File: config.mk
export PLATFORM = sky130hd
export DESIGN_NAME = multicycle_sequencer
export DESIGN_NICKNAME = d
export VERILOG_FILES = /design/src/rtl/multicycle_sequencer.sv
export SDC_FILE = /design/constraint.sdc
export NUM_CORES = 1
export LEC_CHECK = 0
export CAP_MARGIN = 10
export CORE_MARGIN = 2
export CORE_UTILIZATION = 40
export DETAILED_ROUTE_END_ITERATION = 10
export HOLD_SLACK_MARGIN = 0.02
export PLACE_DENSITY = 0.66
export SLEW_MARGIN = 30
export SYNTH_ARGS = -nofsm -noshare
export SYNTH_HDL_FRONTEND = slang
export SYNTH_SLANG_ARGS = --single-unit
File: constraint.sdc
create_clock -name clk -period 2.18 [get_ports clk]
set_input_delay 0.327 -clock clk [delete_from_list [all_inputs] [get_ports clk]]
set_output_delay 0.327 -clock clk [all_outputs]
set_load 0.005 [all_outputs]
File: src/rtl/multicycle_sequencer.sv
// multicycle_sequencer
//   Multi-cycle control FSM for the processor datapath. Each instruction
//   walks FETCH -> DECODE -> EXEC -> (MEM) -> (WB). The block owns the
//   memory request/ready handshake and faults if memory hangs.
//
// Parameters
//   MEM_TIMEOUT   max FETCH/MEM wait cycles before FAULT (1..255)
//   CNT_W         retired-instruction counter width (SEQ_INSTR_CNT_EN only)
//
// Ports
//   clk, rst            clock, synchronous active-high reset
//   run                 level enable, checked only at instruction boundaries
//   opcode, aluop       instruction register fields, sampled in DECODE
//   zero_flag           ALU zero result, sampled in EXEC for branches
//   mem_ready           memory completes the current request
//   mem_req/sel/we      memory request, 0=fetch/1=data select, store enable
//   ir_load             load instruction register (same cycle as mem_ready)
//   pc_en, branch       advance PC once per instruction, take branch target
//   opb_select          1 = immediate operand B
//   reg_write           register-file write enable
//   data_from_mem       write-back source is memory
//   alu_signal          ALU function
//   busy/halted/fault   status: sequencing, HALT state, sticky fault
//   instr_count         retired-instruction count (SEQ_INSTR_CNT_EN only)
//
// Optional feature: define SEQ_INSTR_CNT_EN to add instr_count.

module multicycle_sequencer #(
  parameter int MEM_TIMEOUT = 15
`ifdef SEQ_INSTR_CNT_EN
  , parameter int CNT_W = 16
`endif
) (
  input  logic       clk,
  input  logic       rst,
  input  logic       run,
  input  logic [4:0] opcode,
  input  logic [2:0] aluop,
  input  logic       zero_flag,
  input  logic       mem_ready,
  output logic       mem_req,
  output logic       mem_sel,
  output logic       mem_we,
  output logic       ir_load,
  output logic       pc_en,
  output logic       branch,
  output logic       opb_select,
  output logic       reg_write,
  output logic       data_from_mem,
  output logic [2:0] alu_signal,
  output logic       busy,
  output logic       halted,
`ifdef SEQ_INSTR_CNT_EN
  output logic [CNT_W-1:0] instr_count,
`endif
  output logic       fault
);

  typedef enum logic [2:0] {
    S_IDLE, S_FETCH, S_DECODE, S_EXEC, S_MEM, S_WB, S_HALT, S_FAULT
  } state_e;

  localparam logic [4:0] OP_RTYPE = 5'd0;
  localparam logic [4:0] OP_ALUI  = 5'd1;
  localparam logic [4:0] OP_LOAD  = 5'd2;
  localparam logic [4:0] OP_STORE = 5'd3;
  localparam logic [4:0] OP_BEQZ  = 5'd4;
  localparam logic [4:0] OP_HALT  = 5'd31;

  localparam logic [7:0] TIMEOUT_C = 8'(MEM_TIMEOUT);

  state_e     state_q, state_d;
  logic [4:0] op_q, op_d;
  logic [2:0] aluop_q, aluop_d;
  logic [7:0] tmo_q, tmo_d;
  logic       fault_q, fault_d;
  logic [7:0] tmo_inc;
  state_e     after_instr;

  assign tmo_inc     = tmo_q + 8'd1;
  // run is only consulted when an instruction retires.
  assign after_instr = run ? S_FETCH : S_IDLE;

  // Outputs are decoded from the registered state; only ir_load and the
  // store-completion pc_en also look at mem_ready so they land in the
  // cycle the handshake completes.
  always_comb begin
    // NOTE: every signal gets a default here so no path through the case
    // leaves one unassigned, which would otherwise infer a latch.
    state_d       = state_q;
    op_d          = op_q;
    aluop_d       = aluop_q;
    tmo_d         = 8'd0;
    fault_d       = fault_q;
    mem_req       = 1'b0;
    mem_sel       = 1'b0;
    mem_we        = 1'b0;
    ir_load       = 1'b0;
    pc_en         = 1'b0;
    branch        = 1'b0;
    opb_select    = 1'b0;
    reg_write     = 1'b0;
    data_from_mem = 1'b0;
    alu_signal    = 3'd0;

    unique case (state_q)
      S_IDLE: if (run) state_d = S_FETCH;

      S_FETCH: begin
        mem_req = 1'b1;
        if (mem_ready) begin
          ir_load = 1'b1;
          state_d = S_DECODE;
        end else if (tmo_inc == TIMEOUT_C) begin
          state_d = S_FAULT;
          fault_d = 1'b1;
        end else begin
          tmo_d = tmo_inc;
        end
      end

      S_DECODE: begin
        op_d    = opcode;
        aluop_d = aluop;
        if (opcode == OP_HALT) begin
          state_d = S_HALT;
        end else if (opcode > OP_BEQZ) begin
          // Illegal opcode: retire it as a no-op but remember the fault.
          pc_en   = 1'b1;
          fault_d = 1'b1;
          state_d = after_instr;
        end else begin
          state_d = S_EXEC;
        end
      end

      S_EXEC: begin
        unique case (op_q)
          OP_RTYPE: begin
            alu_signal = aluop_q;
            state_d    = S_WB;
          end
          OP_ALUI: begin
            opb_select = 1'b1;
            state_d    = S_WB;
          end
          OP_LOAD, OP_STORE: begin
            opb_select = 1'b1;
            state_d    = S_MEM;
          end
          OP_BEQZ: begin
            alu_signal = 3'd1;
            pc_en      = 1'b1;
            branch     = zero_flag;
            state_d    = after_instr;
          end
          default: state_d = after_instr;
        endcase
      end

      S_MEM: begin
        mem_req    = 1'b1;
        mem_sel    = 1'b1;
        mem_we     = (op_q == OP_STORE);
        // Keep base + immediate on the ALU so the address is stable for
        // the whole handshake.
        opb_select = 1'b1;
        if (mem_ready) begin
          if (op_q == OP_STORE) begin
            pc_en   = 1'b1;
            state_d = after_instr;
          end else begin
            state_d = S_WB;
          end
        end else if (tmo_inc == TIMEOUT_C) begin
          state_d = S_FAULT;
          fault_d = 1'b1;
        end else begin
          tmo_d = tmo_inc;
        end
      end

      S_WB: begin
        reg_write     = 1'b1;
        data_from_mem = (op_q == OP_LOAD);
        pc_en         = 1'b1;
        state_d       = after_instr;
      end

      default: ; // HALT and FAULT only leave through rst
    endcase
  end

  assign busy   = (state_q != S_IDLE) && (state_q != S_HALT) && (state_q != S_FAULT);
  assign halted = (state_q == S_HALT);
  assign fault  = fault_q;

  always_ff @(posedge clk) begin
    // NOTE: state registers use non-blocking assignment so every flop
    // samples the pre-edge value of the others.
    if (rst) begin
      state_q <= S_IDLE;
      op_q    <= 5'd0;
      aluop_q <= 3'd0;
      tmo_q   <= 8'd0;
      fault_q <= 1'b0;
    end else begin
      state_q <= state_d;
      op_q    <= op_d;
      aluop_q <= aluop_d;
      tmo_q   <= tmo_d;
      fault_q <= fault_d;
    end
  end

`ifdef SEQ_INSTR_CNT_EN
  logic [CNT_W-1:0] cnt_q, cnt_d;

  // Wraps naturally from all-ones to zero.
  always_comb begin
    cnt_d = cnt_q;
    if (pc_en) cnt_d = cnt_q + CNT_W'(1);
  end

  always_ff @(posedge clk) begin
    if (rst) cnt_q <= '0;
    else     cnt_q <= cnt_d;
  end

  assign instr_count = cnt_q;
`endif

endmodule

# After elaboration in Yosys (flattened, before gate mapping)
# Index checks and enable logic that the tools add are counted.
# classes
add_sub_neg	1
n_mul	0
div	0
n_lt_le_gt_ge	1
eq_ne	19
shift	0
muxes	34
bitwise	1
n_reduce_logical	14
# op_table
cell	count
2-to-1 mux 3 bit	7
2-to-1 mux 1 bit	20
one-hot mux 3 bit (6 select lines)	1
one-hot mux 3 bit (2 select lines)	2
equality test 5 x 2 -> 1 bit (second input constant)	2
equality test 3 bit (second input constant)	3
adder 8 x 1 -> 8 bit (second input constant)	1
equality test 8 x 4 -> 1 bit (second input constant)	1
!= test 2 bit (second input constant)	4
equality test 3 x 2 -> 1 bit (second input constant)	2
!= test 3 bit (second input constant)	2
nonzero test 6 bit	1
OR reduction 2 bit	3
equality test 5 x 1 -> 1 bit (second input constant)	1
equality test 5 x 3 -> 1 bit (second input constant)	1
equality test 5 bit (second input constant)	1
> comparator 5 x 3 -> 1 bit (second input constant)	1
logical NOT 5 bit	1
AND reduction 5 bit	1
one-hot mux 1 bit (2 select lines)	2
one-hot mux 1 bit (4 select lines)	1
OR reduction 4 bit	1
equality test 3 x 1 -> 1 bit (second input constant)	1
logical NOT 3 bit	1
other kinds (8)	9
# totals
reg_bits	20
latchBits	0
mem_bits_rw	0
mem_bits_ro	0
input_bits	13
out_inout_bits	15
word_cells	75
memories	0

# Longest topological paths before layout
# logic_depth
word_depth	5
mapped_depth	6
ltp_nobuf	6

# Worst setup path before layout
# OpenSTA, ideal clock, no wires.
# synth_timing
kind	reg2reg
from	reg tmo_q[0]
to	reg fault_q, in the netlist fault
setup_ps	76
t_arrival_ps	1501
setup_slack_ps	603
path_stages_with_launch	7
synth_period_minus_slack_ps	1577
path_cell_list	dfxtp_1 ha_1 nand2b_1 o21ai_1 a21oi_1 or3_4 o22ai_1
# synth_via
elab_chain_cells	4
# synth_rtl
item	line	rtl
start: declaration	75	logic [7:0] tmo_q, tmo_d;
start signal: assignment	211	tmo_q <= tmo_d;
adder 8 x 1 -> 8 bit	80	assign tmo_inc = tmo_q + 8'd1;
equality test 8 x 4 -> 1 bit	114, 175	
!= test 2 x 1 -> 1 bit (no source line)	-	
AND reduction 5 bit (no source line)	-	
end signal: assignment	212	fault_q <= fault_d;
end: declaration	76	logic fault_q, fault_d;
# Every way passes these cells.
# A chain may end at the register's enable or synchronous reset.

# Worst setup path in the final report
# layout_timing
from	in opcode[3]
to	out pc_en
# layout_via
elab_chain_cells	4
# layout_rtl
item	line	rtl
start: declaration	37	input logic [4:0] opcode,
> comparator 5 x 3 -> 1 bit	127	end else if (opcode > OP_BEQZ) begin
2-to-1 mux 1 bit	127	
2-to-1 mux 1 bit *	125	if (opcode == OP_HALT) begin
one-hot mux 1 bit (4 select lines) *	106	unique case (state_q)
end: declaration	45	output logic pc_en,
# Every way passes the cells marked *; elsewhere a longest branch is shown, timed or not.

==> metrics list <==
- The library cells used most frequently in the layout, excluding fill and tap cells, are sky130_fd_sc_hd__nand2_1 (27), sky130_fd_sc_hd__clkdlybuf4s50_1 (22), sky130_fd_sc_hd__buf_4 (18).
* Max-Cap Viols: 0
- DP Area: 0.001622 mm^2
* Final routed DRC violation total: 0
- Async set or reset register ratio after synthesis: 0
- The number of clock buffers added by TritonCTS is 3.
- Post-Synth XOR/XNOR Area: 0.04325
* Number of antenna violations at the first check in global routing: 0
- Summed over all nets, the switching power comes to 0.1596 mW.
- In this run the standard cell core region covers 0.002829 mm^2.
- Global routing usage summed across all routing layers: 0.1983
* Post-synth design cell area: 0.001215 mm^2
- Sequential group share of total power: 0.544
* Via count: between 1000 and 1500
* Startpoint-to-endpoint class of the critical path: in -> out
- STA classifies the critical path endpoint as a primary output.
- Boundary Pins: 28
- Worst hold-check path type: in -> reg
* First drt pass iteration count: 4
- Starting DRC count in detailed routing: 77
* Achievable Freq: between 0.4 and 0.5 GHz
- At the pin with the least slew margin, the transition time is around 0.51 ns.
* CTS tree: yes
- Relative to the synthesized area, the layout overhead comes to 41.92%.
- Worst path cell trace: clkdlybuf4s50_1 -> nor2_1 -> a22o_1 -> nor2_2 -> a211oi_2 -> o21ai_1 -> dlygate4sd2_1
* Synthesized flop and latch total: 20
* Cell count after synthesis: 162
- RePlAce Congestion: 0.8807
* Main combinational cell family by area after synthesis: simple AND/OR/NAND/NOR gates
* Overall routed net length: between 3000 and 4000 um
* Adder-cell area share of the yosys netlist: 0.02060
- Combinational cell fraction of total power: 0.151
* Post-layout min period: between 2 and 2.5 ns
- In the final layout, the share of cells above drive strength 1 is 0.2049.
- Simple-Gate Fraction of Synth Area: 0.3800
- The die covers between 0.003 and 0.004 mm^2.
* Via density per instance: 5.534
- Cell chosen for the clock root: sky130_fd_sc_hd__clkbuf_4
- Among all flip-flop cells after synthesis, the most frequent one is sky130_fd_sc_hd__dfxtp_1.
* Number of hold-slack violations in the final timing report: 0
- Arrival time at the worst endpoint: roughly 1.8 ns
* Sequential area share after synthesis: 0.3296
- Later-pin clock latency in the skew report: about 0.29 ns
- Leftover overflow at the end of global routing: 0
- IO Port Bufs: 27
- CTS built an H-tree with a depth of 1.
- Via count of the first global-routing pass: approximately 1200
* Final HPWL DP: between 2000 and 2500 um
- Once detail routing completed, the nets flagged for antenna violations numbered 0.
- Width of the die: around 59 um
- Number of rows created at floorplan: 19
- Internal power comes to about 0.53 mW.
- Yosys mapped a number of flops with a built-in enable equal to 0.
- Data on the critical path is required at its endpoint by about 1.9 ns.
* Most common cell after layout, fill and taps aside: sky130_fd_sc_hd__nand2_1
- Buffers inserted to repair hold after CTS numbered 0.
* Relative contribution of the clock network to total power: 0.306
* Clock slew seen by the registers of the worst setup and hold paths: between 0.1 and 0.15 ns
- Power per cell area: about 400 mW/mm^2
- The worst setup path is launched from an input port.
* Switching Fraction: 0.2324
* Initial standard-cell utilization of the core: 0.4295
- For this design, the slowest cell found on the critical path is sky130_fd_sc_hd__clkdlybuf4s50_1.
* Average cell area after synthesis: around 7.5 um^2
- Largest incremental delay on the critical path: around 0.47 ns
- The number of max-slew violations in the final report came to 0.
- Counting along the longest clock path gives a buffer depth of 2.
* Nets: ~220
- In the final routed layout, each cell accounts on average for 13.44 um.
- Setup violations remaining at the end of the flow were counted as 0.
* Post-synth cell types: 42
* Maximum fanout along the worst path: 4
* Share of the synthesized area in compound gates (AO/OA/AOI/OAI): 0.1874
- Clock Sink Count: 20
- The number of nets handed over by synthesis was 177.
- Y dimension of the die: about 59 um
- Filler Cell Count: approximately 270
* Portion of netlist area occupied by mux cells: 0.008239
- Yosys printed 0 warnings.
* Antenna diode count: 0
- Worst clock skew: approximately 0.0084 ns
- Final core utilization: 0.6095
- In this run the static leakage power is roughly 0.66 nW.
- Entering global routing, the biggest net connects 13 pins.
- The first global-routing pass estimated between 5000 and 6000 um of wire.
- Dividing the final minimum period by the clock period gives 0.9575.
* Setup repair after global routing missed its margin: false
- The run finished with clean final reports.
* Max-slew headroom: 0.6567
- VDD sags by at most around 0.36 mV.
- After routing the design area is 0.001724 mm^2.
-- path summary, 6_finish.rpt --
kind              cells after the start         end  slack, ns       start
setup / recovery                      7       pc_en       0.09   opcode[3]
hold / removal                        4     op_q[0]       0.46   opcode[0]
hold reg to reg                       2  aluop_q[1]       0.47  aluop_q[1]
setup reg to reg                      6    tmo_q[3]       0.36    tmo_q[0]
-- metrics by stage --
step	power (mW)	TNS, ns	hold WS, ns	instances	worst slack [ns]
floorplan	0.4199	0	0.4319	162	0.6035
global placement	0.4775	-0.1574	0.4490	230	-0.1574
detailed placement	0.4796	-0.2465	0.4537	230	-0.2465
CTS	0.6922	0	0.4525	235	0.01643
global route	0.7251	0	0.4554	236	0.002283
finish	0.6866	0	0.4628	236	0.09256
-- cells in the mapped netlist, types with 2 or more instances --
| cell type | number | area share |
|---|---|---|
| sky130_fd_sc_hd__a21oi_1 | 12 | 0.049 |
| sky130_fd_sc_hd__a41oi_1 | 2 | 0.014 |
| sky130_fd_sc_hd__and2_1 | 3 | 0.015 |
| sky130_fd_sc_hd__and3_1 | 5 | 0.026 |
| sky130_fd_sc_hd__and3b_1 | 2 | 0.014 |
| sky130_fd_sc_hd__and4_1 | 2 | 0.014 |
| sky130_fd_sc_hd__clkbuf_1 | 6 | 0.019 |
| sky130_fd_sc_hd__dfxtp_1 | 20 | 0.33 |
| sky130_fd_sc_hd__ha_1 | 2 | 0.021 |
| sky130_fd_sc_hd__inv_1 | 4 | 0.012 |
| sky130_fd_sc_hd__nand2_1 | 28 | 0.087 |
| sky130_fd_sc_hd__nand2b_1 | 5 | 0.026 |
| sky130_fd_sc_hd__nand3_1 | 5 | 0.021 |
| sky130_fd_sc_hd__nand4_1 | 2 | 0.010 |
| sky130_fd_sc_hd__nor2_1 | 19 | 0.059 |
| sky130_fd_sc_hd__nor2b_1 | 2 | 0.010 |
| sky130_fd_sc_hd__nor3_1 | 4 | 0.016 |
| sky130_fd_sc_hd__o211ai_1 | 2 | 0.012 |
| sky130_fd_sc_hd__o21a_1 | 3 | 0.019 |
| sky130_fd_sc_hd__o21ai_0 | 5 | 0.021 |
| sky130_fd_sc_hd__o22ai_1 | 3 | 0.015 |
| sky130_fd_sc_hd__or4_1 | 2 | 0.012 |
| sky130_fd_sc_hd__xnor2_1 | 4 | 0.029 |
| sky130_fd_sc_hd__xor2_1 | 2 | 0.014 |
-- worst max-delay path, delay by kind of cell --
| kind | cells | cell delay (ns) |
|---|---|---|
| buffers and inverters | 2 | 0.73 |
| AO/OA/AOI/OAI | 3 | 0.45 |
| AND/OR/NAND/NOR | 2 | 0.24 |
-- state kept, by name (all words and copies together), names as in the netlist --
| name | count |
|---|---|
| aluop_q | 3 |
| state_q | 3 |
| tmo_q | 8 |
| fault | 1 |
| op_q | 5 |
-- cells by family (layout without fill, tap and decap cells) --
family,count (synthesis),in the layout
DFF,20,20
adders and majority gates,2,2
and+or+nand+nor,88,88
muxes,1,1
buffers and inverters,10,53
xor gates and xnor gates,6,6
AOI/OAI and AO/OA,35,35
-- power by group through the flow --
stage                     registers (mW)  clock network, mW  logic, mW
after floorplan                    0.381                  0     0.0390
after CTS                          0.374              0.220     0.0981
final                              0.373              0.210      0.104
after global routing               0.375              0.239      0.112
after global placement             0.382                  0     0.0952
after detailed placement           0.382                  0     0.0974
-- metal layers --
layer / share of wire / track usage / vias up
met5: 0 / 0 / -
met4: 0.012 / 0.06169 / 0
met3: 0.044 / 0.03493 / 4
met2: 0.47 / 0.3317 / 37
met1: 0.47 / 0.2595 / 602
li1: - / - / 663
-- repair_timing --
| action | CTS | global route |
|---|---|---|
| pin swaps | 3 | 5 |
| endpoints found under the hold margin | 0 | 0 |
| resized for setup | 9 | 16 |
| setup buffers | 1 | 1 |
| setup endpoints to repair | 7 | 12 |
-- area by class of cell --
class | instances | area [um^2] | share of cell area
Tap cell | 31 | 38.79 | 0.02250
Clock buffer | 4 | 36.28 | 0.02105
Inverter | 4 | 15.01 | 0.008708
Sequential cell | 20 | 411.6 | 0.2388
Multi-Input combinational cell | 132 | 815.8 | 0.4732
Timing Repair Buffer | 45 | 406.6 | 0.2358
No activity file was read; power rests on OpenSTA's default activity.
